--- src/rtl/dsp_chain_sop2_dot_ctrl.sv ---
// Dot-product sequencer for a 2-stage fp16_sop2_mult DSP chain.
// Each accepted beat drives 8 fp16 operands plus the running fp32 accumulator
// into the chain head, then waits LAT cycles for the chain tail result.
// Optional build macro: DOT_CTRL_BEAT_OUT_EN (emit partial results per beat).
module dsp_chain_sop2_dot_ctrl #(
  parameter int unsigned LAT   = 4,
  parameter int unsigned LEN_W = 8,
  parameter logic [10:0] MODE  = 11'd0
) (
  input  logic             clk,
  input  logic             reset,
  input  logic             start,
  input  logic             abort,
  input  logic [LEN_W-1:0] vec_len,
  output logic             busy,
  input  logic             in_valid,
  output logic             in_ready,
  input  logic [127:0]     in_data,
  output logic [15:0]      top_a1,
  output logic [15:0]      top_b1,
  output logic [15:0]      bot_a1,
  output logic [15:0]      bot_b1,
  output logic [15:0]      top_a2,
  output logic [15:0]      top_b2,
  output logic [15:0]      bot_a2,
  output logic [15:0]      bot_b2,
  output logic [31:0]      fp32_in,
  output logic [10:0]      mode_sigs,
  input  logic [31:0]      dsp_result,
  output logic             out_valid,
  output logic [31:0]      out_data,
  output logic             out_last,
  output logic             done
);

  typedef enum logic [1:0] {
    IDLE,
    ISSUE,
    WAIT
  } state_t;

  state_t           state;
  state_t           state_nxt;
  logic [LEN_W-1:0] len_q;
  logic [LEN_W-1:0] beat_cnt;
  logic [LEN_W-1:0] beat_nxt;
  logic [3:0]       wait_cnt;
  logic [31:0]      acc;
  logic             issue;
  logic             capture;
  logic             last_beat;
  logic             start_vec;
  logic             start_zero;

  assign mode_sigs = MODE;
  assign busy      = (state != IDLE);

  // State register
  always_ff @(posedge clk or posedge reset) begin
    if (reset) begin
      state <= IDLE;
    end else begin
      state <= state_nxt;
    end
  end

  // Next-state decode; abort overrides start and any pending handshake
  always_comb begin
    state_nxt  = state;
    in_ready   = 1'b0;
    issue      = 1'b0;
    capture    = 1'b0;
    last_beat  = 1'b0;
    start_vec  = 1'b0;
    start_zero = 1'b0;
    beat_nxt   = beat_cnt + LEN_W'(1);
    case (state)
      IDLE: begin
        if (start && !abort) begin
          if (vec_len != '0) begin
            start_vec = 1'b1;
            state_nxt = ISSUE;
          end else begin
            start_zero = 1'b1;
          end
        end
      end
      ISSUE: begin
        if (abort) begin
          state_nxt = IDLE;
        end else begin
          in_ready = 1'b1;
          if (in_valid) begin
            issue     = 1'b1;
            state_nxt = WAIT;
          end
        end
      end
      WAIT: begin
        if (abort) begin
          state_nxt = IDLE;
        end else if (wait_cnt == 4'd1) begin
          capture   = 1'b1;
          last_beat = (beat_nxt == len_q);
          state_nxt = last_beat ? IDLE : ISSUE;
        end
      end
      default: state_nxt = IDLE;
    endcase
  end

  // Operand, accumulator, counter and result registers
  always_ff @(posedge clk or posedge reset) begin
    if (reset) begin
      len_q     <= '0;
      beat_cnt  <= '0;
      wait_cnt  <= '0;
      acc       <= '0;
      top_a1    <= '0;
      top_b1    <= '0;
      bot_a1    <= '0;
      bot_b1    <= '0;
      top_a2    <= '0;
      top_b2    <= '0;
      bot_a2    <= '0;
      bot_b2    <= '0;
      fp32_in   <= '0;
      out_valid <= 1'b0;
      out_data  <= '0;
      out_last  <= 1'b0;
      done      <= 1'b0;
    end else begin
      out_valid <= 1'b0;
      out_last  <= 1'b0;
      done      <= 1'b0;

      if (start_vec) begin
        len_q    <= vec_len;
        beat_cnt <= '0;
        acc      <= '0;
      end

      if (start_zero) begin
        out_valid <= 1'b1;
        out_data  <= '0;
        out_last  <= 1'b1;
        done      <= 1'b1;
      end

      if (issue) begin
        top_a1   <= in_data[15:0];
        top_b1   <= in_data[31:16];
        bot_a1   <= in_data[47:32];
        bot_b1   <= in_data[63:48];
        top_a2   <= in_data[79:64];
        top_b2   <= in_data[95:80];
        bot_a2   <= in_data[111:96];
        bot_b2   <= in_data[127:112];
        fp32_in  <= acc;
        wait_cnt <= 4'(LAT);
      end else if (state == WAIT && wait_cnt != '0) begin
        wait_cnt <= wait_cnt - 4'd1;
      end

      // Final result is taken straight from the chain so it appears the
      // cycle after the sample edge, together with the acc update.
      if (capture) begin
        acc      <= dsp_result;
        beat_cnt <= beat_nxt;
        if (last_beat) begin
          out_valid <= 1'b1;
          out_data  <= dsp_result;
          out_last  <= 1'b1;
          done      <= 1'b1;
        end else begin
`ifdef DOT_CTRL_BEAT_OUT_EN
          out_valid <= 1'b1;
          out_data  <= dsp_result;
`endif
        end
      end

      if (abort && state != IDLE) begin
        acc      <= '0;
        wait_cnt <= '0;
      end
    end
  end

endmodule

--- config.mk ---
export PLATFORM = sky130hd
export DESIGN_NAME = dsp_chain_sop2_dot_ctrl
export DESIGN_NICKNAME = d
export VERILOG_FILES = /design/src/rtl/dsp_chain_sop2_dot_ctrl.sv
export SDC_FILE = /design/constraint.sdc
export NUM_CORES = 1
export LEC_CHECK = 0
export ABC_CLOCK_PERIOD_IN_PS = 9900
export CAP_MARGIN = 15
export CORE_ASPECT_RATIO = 2
export CORE_MARGIN = 2
export CORE_UTILIZATION = 44
export DETAILED_ROUTE_END_ITERATION = 8
export PLACE_DENSITY = 0.88
export SYNTH_ARGS = -nofsm -noshare
export SYNTH_HDL_FRONTEND = slang
export SYNTH_SLANG_ARGS = --single-unit
--- constraint.sdc ---
create_clock -name clk -period 9.9 [get_ports clk]
set_clock_uncertainty 0.05 [all_clocks]
set_input_delay 1.98 -clock clk [delete_from_list [all_inputs] [get_ports clk]]
set_output_delay 1.98 -clock clk [all_outputs]
set_load 0.05 [all_outputs]
# ---- Word-level counts from Yosys, hierarchy flattened
# Index checks and enable logic that the tools add are counted.
# W data, S select, Z words.
dict set report totals {
  ff_bits 247
  input_bits 173
  out_inout_bits 208
}
dict set report op_classes {
  add_sub_neg 2
  n_eq_ne 8
  n_mux 39
  n_reduce_logical 12
}
# operator count
set ops {}
lappend ops {{$mux W32} 6}
lappend ops {{$mux W1} 21}
lappend ops {{$mux W8} 2}
lappend ops {{$mux W2} 6}
lappend ops {{$mux W4} 3}
lappend ops {{$add A8 B1 Y8 const B} 1}
lappend ops {{$eq A8 B8 Y1} 1}
lappend ops {{$reduce_bool A8 Y1} 1}
lappend ops {{$ne A3 B3 Y1 const B} 2}
lappend ops {{$pmux W2 S3} 1}
lappend ops {{$reduce_bool A3 Y1} 2}
lappend ops {{$eq A4 B1 Y1 const B} 1}
lappend ops {{$ne A2 B2 Y1 const B} 2}
lappend ops {{$reduce_and A4 Y1} 1}
lappend ops {{$reduce_bool A2 Y1} 2}
lappend ops {{$reduce_bool A4 Y1} 1}
lappend ops {{$sub A4 B1 Y4 const B} 1}
lappend ops {{$logic_and A1 B1 Y1} 3}
lappend ops {{$eq A2 B1 Y1 const B} 1}
lappend ops {{$eq A2 B2 Y1 const B} 1}
lappend ops {{$logic_not A2 Y1} 1}
lappend ops {{$logic_not A1 Y1} 1}

# ---- Logic depth before layout (Yosys ltp)
# Gate-level depths: netlist of the first run.
dict set report logic_depth {
  depth_word 7
  depth_mapped 9
}

# ---- Least setup slack after synthesis of the first run
# No wires, ideal clock.
dict set report synth_timing {
  path_kind {input to output}
  from {in abort}
  to {out in_ready}
  arrival_ns 3.329
  required_time_ns 7.870
  slack_ns 4.541
  stages 2
  path_cell_list {clkbuf_1 nor3b_1}
}
dict set report synth_via {
  elab_chain_len 2
}
# element line_no
set synth_rtl {}
lappend synth_rtl {{from (decl)} 13} ;# input logic abort,
lappend synth_rtl {{$mux W1} 89} ;# if (abort) begin
lappend synth_rtl {{$mux W1} 77} ;# case (state)
lappend synth_rtl {{to (decl)} 17} ;# output logic in_ready,
# No other way between the ends.

# ---- Final worst setup path of the first run
# Ends and elaborated chain as after synthesis.

==> metrics.yaml, run 1 <==
status: "completed"
yosys.area.top_type: "dfrtp_1"
ys_seq_area_share_pct: 62.7
required_ns: 7.87
finalCriticalPeriod_ns: 5.69
min-delay-start: "acc[13]$_DFFE_PP0P_"
io_pins: 381
avgRoutedWirePerCell_um: 19.4
ant_nets: 0
rows: 77
cp_max_fo: 9
post-route-period-util_pct: 57.5
place_hpwl_um: 19100
worst_slew_pin_slew_ns: 1.03
p_per_area_nw_per_um2: 277
clock_latency_ns: 0.51
grt_pass1_wl_um: 40900
yosys_warnings: 0
vias: 6888
dieArea_um2: 23700
clock_sinks: 247
htree_levels: 1
grt_overflow_total: 0
yosys-top-cells-count: "dfrtp_1, mux2_2, nand2_1, inv_1"
drt-total-wl_um: 26200
cp.arrival_ns: 3.66
synth_flop_cell: "dfrtp_1"
fmax_mhz: 176
fillers: 1602
nets: 1235
syn-cell-area_um2: 9850
end_kind: "output pin"
slowest_stage: "clkdlybuf4s50_1"
cts_setup_buffers: 0
clockRootBuffer: "clkbuf_16"
initial_utilization_pct: 44.7
dpl_cell_area_um2: 13700
gp_congestion: 0.825
tns_ns: 0
reg2reg_from: "wait_cnt[1]$_DFFE_PP0P_"
critPathLaunchType: "input pin"
drt_iter0_markers: 259
die_width_um: 110
crit_start: "abort"
grt_max_degree: 105
synth.distinct_cells: 43
fin_area_um2: 14500
peakVddDrop_mv: 0.265
ys_top_cells_by_area: "dfrtp_1, mux2_2, mux2i_1"
design.core.area_um2: 22100
area_growth_pct: 47.4
ys_ff_latch: 247
p_leak_nw: 6.56
post-synth-top-count-cell: "dfrtp_1"
rsz0062_at_grt: "no"
setup_viol: 0
slew_headroom_pct: 31.1
synth_edf_count: 0
clk_path_buf_depth: 3
max_cap_viol_count: 0
track_usage_pct: 22.3
synth.avg_cell_area_um2: 14.1
cts_tree: "yes"
maxSlewViolCount: 0
synth_top_area_share_pct: 62.7
cts_hold_buffers: 0
hold_viol: 0
hp-class: "reg2reg"
grt_pass1_vias: 7601
drt_pre_antenna_iters: 4
drc: 0
cts_resized: 0
fp.dieH_um: 216
synth_cells: 699
clkSlewWorstSetupHoldPaths_ns: 0.07
critPathMostFrequentCell: "clkdlybuf4s50_1"
cp_cell_sequence: "clkdlybuf4s50_1 > nor3b_1 > clkdlybuf4s50_1"
crit_type: "in2out"
io_buffers: 369
vias_per_cell: 5.10
drive_gt1_share_pct: 20.6
antenna_found_initial: 1
async_reset_ff_share_pct: 100
cts_buffers: 22
max_stage_delay_ns: 0.83
worst max-delay path: cells and delay by family:
kind                   cells  cell delay (ns)
AND/OR/NAND/NOR            1             0.26
buffers and inverters      2             1.42
per-stage QoR:
step / utilization, % / instances / total power [W] / worst slack (ns) / hold WS [ns]
finish: 65.8 / 1351 / 0.00402 / 4.21 / 0.445
global route: 65.8 / 1351 / 0.00418 / 4.14 / 0.461
CTS: 65.8 / 1350 / 0.00406 / 4.20 / 0.450
detailed placement: 62.2 / 1310 / 0.00312 / 4.22 / 0.429
global placement: 62.2 / 1310 / 0.00308 / 4.15 / 0.427
floorplan: - / 709 / 0.00249 / 1.08 / 0.411
routing by layer:
metal / GRT usage, % / vias up / wire length (um)
met3: 6.10 / 48 / 2050
met5: 0 / - / 0
met1: 23.6 / 3441 / 9130
li1: - / 3120 / -
met4: 8.31 / 0 / 869
met2: 40.7 / 279 / 14200
state kept, by name, summed over array words and instances (netlist names):
name      cells
wait_cnt      4
out_data     32
bot_a1       16
state         2
len_q         8
acc          32
fp32_in      32
done          1
top_a2       16
top_b1       16
beat_cnt      8
top_b2       16
top_a1       16
bot_b1       16
bot_a2       16
bot_b2       16
power breakdown:
| part | internal (W) | total, W | switching (W) |
|---|---|---|---|
| clock | 0.000537 | 0.000923 | 0.000386 |
| sequential | 0.00125 | 0.00139 | 0.000138 |
| combinational | 0.000631 | 0.00171 | 0.00108 |
layout by cell type, fill, tap and decap left out, types with 2 or more instances in the layout:
cell             count
xnor2_1              6
mux2i_1             32
ha_1                 4
clkinv_2             2
or3_1                2
a21oi_1              9
xnor3_1              2
nor4_1               2
a211oi_1             2
clkinv_4             2
clkdlybuf4s50_1    369
o21a_1               2
nand3_1              3
inv_1               35
buf_4                6
bufinv_16            3
a22o_1              32
o21ai_0             12
xor2_1               4
nand2_1             44
nor2_1              13
and3_1               2
clkbuf_16           23
o31ai_1              3
mux2_2             168
nor3_1               2
clkbuf_8             4
clkinvlp_4           4
dfrtp_1            247
conb_1              11
path summary, 6_finish.rpt:
path	to	slack, ns	cells after the start
min reg2reg	acc[13]$_DFFE_PP0P_	0.44	1
min in group asynchronous	bot_a2[13]$_DFFE_PP0P_	1.95	2
max	in_ready	4.21	3
max in group asynchronous	bot_a1[12]$_DFFE_PP0P_	6.36	3
max reg2reg	out_data[2]$_DFF_PP0_	6.61	7
min	acc[13]$_DFFE_PP0P_	0.44	1
cell type report:
| cell class | instances | area, um2 | share of cell area, % |
|---|---|---|---|
| antenna | 1 | 2.50 | 0.0172 |
| clock buffer | 28 | 634 | 4.37 |
| clock inverter | 12 | 156 | 1.08 |
| inverter | 36 | 143 | 0.982 |
| multi-input combinational | 376 | 3320 | 22.9 |
| sequential | 247 | 6180 | 42.6 |
| tap | 276 | 345 | 2.38 |
| timing repair buffer | 375 | 3740 | 25.7 |
cell families after synthesis:
| kind of cell | synth area share (%) |
|---|---|
| flip-flops | 62.7 |
| multiplexers | 22.4 |
| AND/OR/NAND/NOR | 3.87 |
| buffers and inverters | 4.15 |
| adder cells (fa/ha/maj) | 0.508 |
| other | 0.0381 |
| XOR/XNOR | 1.35 |
| AO/OA/AOI/OAI | 4.91 |
Note: power is estimated with default switching activity, not from simulation.
==> run 2: changes to the inputs <==
- ABC_CLOCK_PERIOD_IN_PS: 9900 -> 5900
- clock period: 9.9 -> 5.9 ns (I/O delays scaled with it)
==> metrics.yaml, run 2 (same netlist as run 1, synthesis figures left out) <==
grt_max_degree: 184  # was 105
drt-total-wl_um: 26100  # was 26200 um
crit_type: "in2out"  # unchanged
grt_overflow_total: 0  # unchanged
area_growth_pct: 47.4  # about the same
cts_buffers: 23  # was 22
cts_hold_buffers: 0  # unchanged
p_per_area_nw_per_um2: 461  # was 277 nW/um2
max_cap_viol_count: 0  # unchanged
peakVddDrop_mv: 0.407  # was 0.265 mV
vias: 6838  # was 6888
cts_setup_buffers: 0  # unchanged
clock_latency_ns: 0.51  # about the same
p_leak_nw: 6.56  # about the same
ant_nets: 0  # unchanged
cts_resized: 0  # unchanged
antenna_found_initial: 2  # was 1
clk_path_buf_depth: 3  # unchanged
worst_slew_pin_slew_ns: 0.995  # was 1.03 ns
cp_max_fo: 9  # unchanged
finalPower_w: 0.00669  # was 0.00402 W
clock_sinks: 247  # unchanged
drc: 0  # unchanged
status: "completed"  # unchanged
drive_gt1_share_pct: 20.5  # was 20.6%
postLayoutCoreUtil_pct: 65.8  # about the same
reg_top3: "acc x32, fp32_in x32, out_data x32"  # unchanged
finalCriticalPeriod_ns: 4.12
hp-class: "reg2reg"  # unchanged
dp.cells: 1312  # was 1310
rrSetupSlack_ns: 2.59  # was 6.61 ns
avgRoutedWirePerCell_um: 19.3  # was 19.4 um
place_hpwl_um: 18700  # was 19100 um
cts_tree: "yes"  # unchanged
rsz0062_at_grt: "no"  # unchanged
io_buffers: 369  # unchanged
pre_cts_ws_ns: 1.76  # was 4.22 ns
cp.arrival_ns: 2.89  # was 3.66 ns
critPathMostFrequentCell: "clkdlybuf4s50_1"  # unchanged
setup_viol: 0  # unchanged
clockRootBuffer: "clkbuf_16"  # unchanged
fin_cells: 1352  # was 1351
tns_ns: 0  # unchanged
vias_per_cell: 5.06  # was 5.10
critPathTopFamily: "buffers and inverters"  # unchanged
layout_common_cells: "clkdlybuf4s50_1, dfrtp_1, mux2_2, nand2_1, inv_1"  # unchanged
slowest_stage: "clkdlybuf4s50_1"  # unchanged
gp_congestion: 0.823  # was 0.825
layout_commonest_cell: "clkdlybuf4s50_1"  # unchanged
io_pins: 381  # unchanged
clkSlewWorstSetupHoldPaths_ns: 0.07  # about the same
cp_cell_sequence: "clkdlybuf4s50_1 > nor3b_1 > clkdlybuf4s50_1"  # unchanged
required_ns: 4.67  # was 7.87 ns
drt_pre_antenna_iters: 4  # unchanged
track_usage_pct: 22.0  # was 22.3%
critPathLaunchType: "input pin"  # unchanged
max_stage_delay_ns: 0.84  # was 0.83 ns
hold_viol: 0  # unchanged
drt_iter0_markers: 315  # was 259
critical_path_buf_inv_count: 2  # unchanged
nets: 1238  # was 1235
grt_pass1_wl_um: 40100  # was 40900 um
fmax_mhz: 243
maxSlewViolCount: 0  # unchanged
die_width_um: 110  # unchanged
design.core.area_um2: 22100  # unchanged
grt_pass1_vias: 7490  # was 7601
end_kind: "output pin"  # unchanged
initial_utilization_pct: 44.7  # unchanged
post-route-period-util_pct: 69.8
fp.dieH_um: 216  # unchanged
slew_headroom_pct: 33.7  # was 31.1%
dieArea_um2: 23700  # unchanged
rows: 77  # unchanged
htree_levels: 1  # unchanged
worst_slack_ns: 1.78  # was 4.21 ns
-- run 2: routing by layer --
layer  GRT usage (%)  up-vias  wire, um  part of all wire, %
met1            23.2     3378      9040                   35
met4            9.03        0       817                  3.1
met3            6.52       50      2190                  8.4
met5               0        -         0                    0
met2            39.6      291     14100                   54
li1                -     3119         -                    -
-- run 2: path summary, 6_finish.rpt --
check	start	end	depth (start not counted)
worst min register to register	acc[2]$_DFFE_PP0P_	acc[2]$_DFFE_PP0P_	1
max in group asynchronous	reset	fp32_in[8]$_DFFE_PP0P_	3
worst max-delay path	abort	in_ready	3
worst max register to register	wait_cnt[1]$_DFFE_PP0P_	out_data[13]$_DFF_PP0_	7
worst min-delay path	acc[2]$_DFFE_PP0P_	acc[2]$_DFFE_PP0P_	1
min in group asynchronous	reset	acc[23]$_DFFE_PP0P_	3
-- run 2: power by group --
group          internal, W  total [W]  switching [W]
Sequential         0.00210    0.00232       0.000226
Combinational      0.00106    0.00287        0.00181
Clock             0.000847    0.00150       0.000649
Total              0.00401    0.00669        0.00268
-- run 2: worst register-to-register path: stages (launching register included) --
cell	delay, ns
dfrtp_1	0.40
inv_1	0.10
ha_1	0.15
or3b_4	0.41
or3_1	0.53
or4b_2	0.99
buf_4	0.38
mux2i_1	0.17
-- run 2: layout make-up --
class / instances / area, um2
Tap cell: 276 / 345
Fill cell: 1584 / 7540
Multi-Input combinational cell: 376 / 3320
Sequential cell: 247 / 6180
Clock inverter: 10 / 129
Antenna cell: 2 / 5.00
Inverter: 36 / 139
Timing Repair Buffer: 377 / 3780
Clock buffer: 28 / 624
-- run 2: metrics by stage --
| step | area, um2 | hold slack, ns |
|---|---|---|
| floorplan | 9900 | 0.411 |
| global placement | 13800 | 0.427 |
| detailed placement | 13800 | 0.430 |
| CTS | 14500 | 0.447 |
| global route | 14500 | 0.463 |
| finish | 14500 | 0.442 |
